<file path="src/rtl/alu_op_sequencer.sv">
// -----------------------------------------------------------------------------
// alu_op_sequencer
//
// Requester-side driver for a 4-bit-control, WIDTH-bit combinational ALU.
// A single operation request (MIPS ALUOp + funct + two operands) is accepted
// over a valid/ready handshake. The request is decoded to an ALUControl code,
// and the code and operands are registered onto the ALU inputs. The ALU result
// and zero flag are captured one cycle later and returned on a valid/ready
// response channel.
//
// Ports
//   clk, reset                     clock (rising edge), synchronous active-high reset
//   req_valid / req_ready          request handshake
//   req_aluop, req_funct           operation selector (funct used only for aluop 10)
//   req_a, req_b                   operands
//   ALUControl, DataIn0, DataIn1   registered drive into the ALU
//   DataOut, ZeroOut               combinational ALU result / zero flag
//   rsp_valid / rsp_ready          response handshake
//   rsp_data, rsp_zero             captured ALU result / zero flag
//   rsp_illegal                    request could not be decoded
//   op_count                       responses handed off (wraps)
//
// Operation flow: IDLE (accept) -> EXEC (ALU inputs stable for a full cycle,
// result captured at the closing edge) -> RESP (hold until consumer takes it).
// -----------------------------------------------------------------------------
module alu_op_sequencer #(
    parameter int WIDTH = 32,
    parameter int CNT_W = 16
) (
    input  logic             clk,
    input  logic             reset,

    input  logic             req_valid,
    output logic             req_ready,
    input  logic [1:0]       req_aluop,
    input  logic [5:0]       req_funct,
    input  logic [WIDTH-1:0] req_a,
    input  logic [WIDTH-1:0] req_b,

    output logic [3:0]       ALUControl,
    output logic [WIDTH-1:0] DataIn0,
    output logic [WIDTH-1:0] DataIn1,
    input  logic [WIDTH-1:0] DataOut,
    input  logic             ZeroOut,

    output logic             rsp_valid,
    input  logic             rsp_ready,
    output logic [WIDTH-1:0] rsp_data,
    output logic             rsp_zero,
    output logic             rsp_illegal,
    output logic [CNT_W-1:0] op_count
);

    typedef enum logic [1:0] {
        IDLE = 2'b00,
        EXEC = 2'b01,
        RESP = 2'b10
    } state_t;

    // R-type funct table: entry k occupies bits [6k +: 6] / [4k +: 4].
    // add, sub, and, or, slt, nor
    localparam int          N_FUNCT     = 6;
    localparam logic [35:0] FUNCT_CODES = {6'b100111, 6'b101010, 6'b100101,
                                           6'b100100, 6'b100010, 6'b100000};
    localparam logic [23:0] FUNCT_CTRLS = {4'b1100, 4'b0111, 4'b0001,
                                           4'b0000, 4'b0110, 4'b0010};

    // ------------------------------------------------------------------
    // State and output registers
    // ------------------------------------------------------------------
    state_t             state_reg,       state_next;
    logic               req_ready_reg,   req_ready_next;
    logic [3:0]         alu_ctrl_reg,    alu_ctrl_next;
    logic [WIDTH-1:0]   din0_reg,        din0_next;
    logic [WIDTH-1:0]   din1_reg,        din1_next;
    logic               illegal_reg,     illegal_next;
    logic               rsp_valid_reg,   rsp_valid_next;
    logic [WIDTH-1:0]   rsp_data_reg,    rsp_data_next;
    logic               rsp_zero_reg,    rsp_zero_next;
    logic               rsp_illegal_reg, rsp_illegal_next;
    logic [CNT_W-1:0]   op_count_reg,    op_count_next;

    // ------------------------------------------------------------------
    // Request decode
    // ------------------------------------------------------------------
    logic [N_FUNCT-1:0] funct_hit;
    logic [3:0]         dec_ctrl;
    logic               dec_illegal;

    genvar gi;
    generate
        for (gi = 0; gi < N_FUNCT; gi++) begin : g_funct_match
            assign funct_hit[gi] = (req_funct == FUNCT_CODES[gi*6 +: 6]);
        end
    endgenerate

    always_comb begin
        dec_ctrl    = 4'b0000;
        dec_illegal = 1'b0;
        case (req_aluop)
            2'b00: dec_ctrl = 4'b0010;
            2'b01: dec_ctrl = 4'b0110;
            2'b10: begin
                // Table codes are unique, so at most one hit is set.
                dec_illegal = ~|funct_hit;
                for (int i = 0; i < N_FUNCT; i++) begin
                    if (funct_hit[i]) begin
                        dec_ctrl = FUNCT_CTRLS[i*4 +: 4];
                    end
                end
            end
            default: dec_illegal = 1'b1;
        endcase
    end

    // ------------------------------------------------------------------
    // Next-state / next-output logic
    // ------------------------------------------------------------------
    always_comb begin
        state_next       = state_reg;
        req_ready_next   = req_ready_reg;
        alu_ctrl_next    = alu_ctrl_reg;
        din0_next        = din0_reg;
        din1_next        = din1_reg;
        illegal_next     = illegal_reg;
        rsp_valid_next   = rsp_valid_reg;
        rsp_data_next    = rsp_data_reg;
        rsp_zero_next    = rsp_zero_reg;
        rsp_illegal_next = rsp_illegal_reg;
        op_count_next    = op_count_reg;

        case (state_reg)
            IDLE: begin
                // req_ready is low for one cycle after reset, so a request
                // is only taken once the handshake has actually been offered.
                if (req_valid && req_ready_reg) begin
                    state_next     = EXEC;
                    req_ready_next = 1'b0;
                    illegal_next   = dec_illegal;
                    // An undecodable request leaves the ALU inputs untouched
                    // so the ALU sees no toggling for a request it cannot run.
                    if (!dec_illegal) begin
                        alu_ctrl_next = dec_ctrl;
                        din0_next     = req_a;
                        din1_next     = req_b;
                    end
                end else begin
                    req_ready_next = 1'b1;
                end
            end

            EXEC: begin
                state_next     = RESP;
                rsp_valid_next = 1'b1;
                if (illegal_reg) begin
                    rsp_data_next    = '0;
                    rsp_zero_next    = 1'b0;
                    rsp_illegal_next = 1'b1;
                end else begin
                    rsp_data_next    = DataOut;
                    rsp_zero_next    = ZeroOut;
                    rsp_illegal_next = 1'b0;
                end
            end

            RESP: begin
                if (rsp_ready) begin
                    state_next     = IDLE;
                    rsp_valid_next = 1'b0;
                    req_ready_next = 1'b1;
                    op_count_next  = op_count_reg + CNT_W'(1);
                end
            end

            default: begin
                state_next     = IDLE;
                req_ready_next = 1'b0;
                rsp_valid_next = 1'b0;
            end
        endcase
    end

    // ------------------------------------------------------------------
    // Registers
    // ------------------------------------------------------------------
    always_ff @(posedge clk) begin
        if (reset) begin
            state_reg       <= IDLE;
            req_ready_reg   <= 1'b0;
            alu_ctrl_reg    <= 4'b0000;
            din0_reg        <= '0;
            din1_reg        <= '0;
            illegal_reg     <= 1'b0;
            rsp_valid_reg   <= 1'b0;
            rsp_data_reg    <= '0;
            rsp_zero_reg    <= 1'b0;
            rsp_illegal_reg <= 1'b0;
            op_count_reg    <= '0;
        end else begin
            state_reg       <= state_next;
            req_ready_reg   <= req_ready_next;
            alu_ctrl_reg    <= alu_ctrl_next;
            din0_reg        <= din0_next;
            din1_reg        <= din1_next;
            illegal_reg     <= illegal_next;
            rsp_valid_reg   <= rsp_valid_next;
            rsp_data_reg    <= rsp_data_next;
            rsp_zero_reg    <= rsp_zero_next;
            rsp_illegal_reg <= rsp_illegal_next;
            op_count_reg    <= op_count_next;
        end
    end

    assign req_ready   = req_ready_reg;
    assign ALUControl  = alu_ctrl_reg;
    assign DataIn0     = din0_reg;
    assign DataIn1     = din1_reg;
    assign rsp_valid   = rsp_valid_reg;
    assign rsp_data    = rsp_data_reg;
    assign rsp_zero    = rsp_zero_reg;
    assign rsp_illegal = rsp_illegal_reg;
    assign op_count    = op_count_reg;

endmodule

</file>
<file path="config.mk">
export PLATFORM = sky130hd
export DESIGN_NAME = alu_op_sequencer
export DESIGN_NICKNAME = d
export VERILOG_FILES = /design/src/rtl/alu_op_sequencer.sv
export SDC_FILE = /design/constraint.sdc
export NUM_CORES = 1
export LEC_CHECK = 0
export CAP_MARGIN = 20
export CORE_MARGIN = 10
export CORE_UTILIZATION = 45
export CTS_CLUSTER_SIZE = 20
export DETAILED_ROUTE_END_ITERATION = 10
export HOLD_SLACK_MARGIN = 0.15
export PLACE_DENSITY = 0.89
export SLEW_MARGIN = 20
export SYNTH_ARGS = -nofsm -noshare
export SYNTH_HDL_FRONTEND = slang
export SYNTH_SLANG_ARGS = --single-unit
</file>
<file path="constraint.sdc">
create_clock -name clk -period 3.6 [get_ports clk]
set_input_delay 0.72 -clock clk [delete_from_list [all_inputs] [get_ports clk]]
set_output_delay 0.72 -clock clk [all_outputs]
set_load 0.02 [all_outputs]
</file>
==> impl_metrics.toml <==
[status]
status = "complete, no violations"

[global_route]
grt_antenna_before_repair = 0
gr-total-overflow = 0
grt_pass1_vias = 5138
grtUsageTotal_pct = 20.8
grt_max_degree = 69
grt_pass1_wl_mm = 27.0

[logic_synthesis]
ys_top_cells_by_count = "dfxtp_1, a21oi_1, nand3_1"
yosysMostFrequentCell = "dfxtp_1"
async_flop_share_pct = 0
synthCells = 588
synth_edf_count = 0
ys.flop_type = "dfxtp_1"
synth_top_area_share_pct = 49.3
synth_area_leaders = "dfxtp_1, a21oi_1, nand3_1"
synthesis.nets = 698
synth_cell_types = 52
ys_seq_elements = 123
synth.avg_cell_area_um2 = 8.50
seq_area_frac_synth_pct = 49.3
synthesis.area_um2 = 5000
yosys.area.top_type = "dfxtp_1"
ys_warn_count = 0

[die]
core_area_um2 = 10800
rows = 38
die-area_um2 = 15700
die_h_um = 125
io_pins = 229
initial_core_util_pct = 46.1
die_x_um = 125

[cts]
cts_buffers = 17
path_clk_slew_ns = 0.06
cts_root_buffer = "clkbuf_8"
cts_setup_buffers = 0
clk_latency_ns = 0.51
htreeDepth = 4
cts-hold-fix-buffers = 0
post_cts_resized = 0
cts_tree = "done"
clockBufferDepth = 2
clock-sinks = 123

[finish]
nFillCells = 840
insertedDiodeCount = 0
syn2layout_area_growth_pct = 57.1
drive_above_1_share_pct = 6.39
final_nets = 896

[sta]
tightestPinTransition_ns = 0.814
tns_ns = 0
setup_viol_count_final = 0
hold_violations = 0
finClkSkew_ns = 0.00855
final.setup.worst_slack_ns = 1.03
slew_viol_final = 0
max_freq_mhz = 388
max_slew_margin_pct = 45.5
finalCriticalPeriod_ns = 2.57
period_share_pct = 71.5
rsz0062_at_grt = "false"

[pwr]
p_int_w = 0.00265
pwr-share-seq_pct = 41.3
p_switching_w = 0.000808
p_total_w = 0.00346
clkPwrFrac_pct = 46.4
power.leakage_nw = 2.68
powerDensity_nw_per_um2 = 440
ir_drop_v = 0.000282
p_comb_share_pct = 12.3
p_sw_share_pct = 23.4

[drt]
vias_per_cell = 5.56
num_vias = 5211
wl_mm = 17.3
drt_iter0_drc = 385
ant_nets = 0
wl_per_cell_um = 18.4
post-route-drc-count = 0
first_pass_iters = 4

[critical_path]
cp_data_arrival_time_ns = 3.01
required_ns = 4.03
reg2reg_depth = 5
crit_path_end_kind = "register"
worst-setup-path-type = "primary input to register"
cp_max_fo = 34
start_kind = "primary input"

[run]
cap_violations = 0

[min_path]
min_path_type = "register to register"
min_path_cells = 2

[placement]
hpwlAfterDp_mm = 12.5
pre_cts_ws_ns = 0.524
gp_congestion = 0.802
numPortBuffers = 228
[power groups by stage]
stage / Combinational, W / Clock [W] / Sequential [W]
CTS: 0.000425 / 0.00163 / 0.00143
finish: 0.000425 / 0.00160 / 0.00143
global route: 0.000455 / 0.00169 / 0.00143
global placement: 0.000412 / 0 / 0.00145
floorplan: 0.000158 / 0 / 0.00149
detailed placement: 0.000423 / 0 / 0.00146
[placed cells by master (no fill, tap or decap), types with 10 or more instances in the layout]
cell	count
dfxtp_1	122
o21ai_0	54
clkdlybuf4s50_1	227
clkbuf_16	16
a21oi_1	108
nor3b_1	34
nand2_1	10
o21ai_1	17
nand3_1	70
nor2_1	52
[logic make-up after synthesis]
| kind of cell | count (synthesis) | share of synthesized area, % |
|---|---|---|
| and+or+nand+nor | 194 | 21.4 |
| xor gates and xnor gates | 10 | 1.75 |
| AOI/OAI and AO/OA | 194 | 20.5 |
| adders and majority gates | 1 | 0.250 |
| DFF | 123 | 49.3 |
| buffers and inverters | 63 | 6.04 |
| muxes | 3 | 0.701 |
[stage by stage]
stage / utilization, % / area, um^2 / cells / hold slack (ns)
global route: 72.4 / 7850 / 938 / 0.501
CTS: 72.4 / 7840 / 938 / 0.475
floorplan: - / 5000 / 588 / 0.531
global placement: 67.2 / 7280 / 907 / 0.459
detailed placement: 67.2 / 7280 / 907 / 0.467
finish: 72.4 / 7850 / 938 / 0.472
[area by class of cell]
type	count	area, um^2	area share (%)
Multi-Input combinational cell	402	2260	28.8
Tap cell	140	175	2.23
Inverter	6	22.5	0.287
Sequential cell	123	2460	31.4
Clock buffer	24	470	5.99
Timing Repair Buffer	236	2360	30.1
Clock inverter	7	90.1	1.15
[path summary, 6_finish.rpt]
path	startpoint	endpoint	slack, ns
hold / removal	DataIn1[4]	DataIn1[4]	0.47
setup / recovery	req_aluop[1]	DataIn0[7]	1.03
hold reg to reg	DataIn1[4]	DataIn1[4]	0.47
setup reg to reg	state_reg[0]	DataIn0[7]	1.66
[routing by layer]
| layer | track usage, % | part of all wire [%] | vias up |
|---|---|---|---|
| met2 | 34.9 | 49 | 234 |
| met1 | 22.4 | 38 | 2459 |
| met5 | 0 | 0 | - |
| met4 | 10.2 | 3.2 | 0 |
| met3 | 8.41 | 9.0 | 39 |
| li1 | - | - | 2479 |
[critical path, stage by stage]
cell	delay (ns)
clkdlybuf4s50_1	0.73
inv_1	0.17
o21ai_4	0.69
buf_4	0.38
o21ai_0	0.12
a21oi_1	0.18
Power figures use the tool's default switching activity.
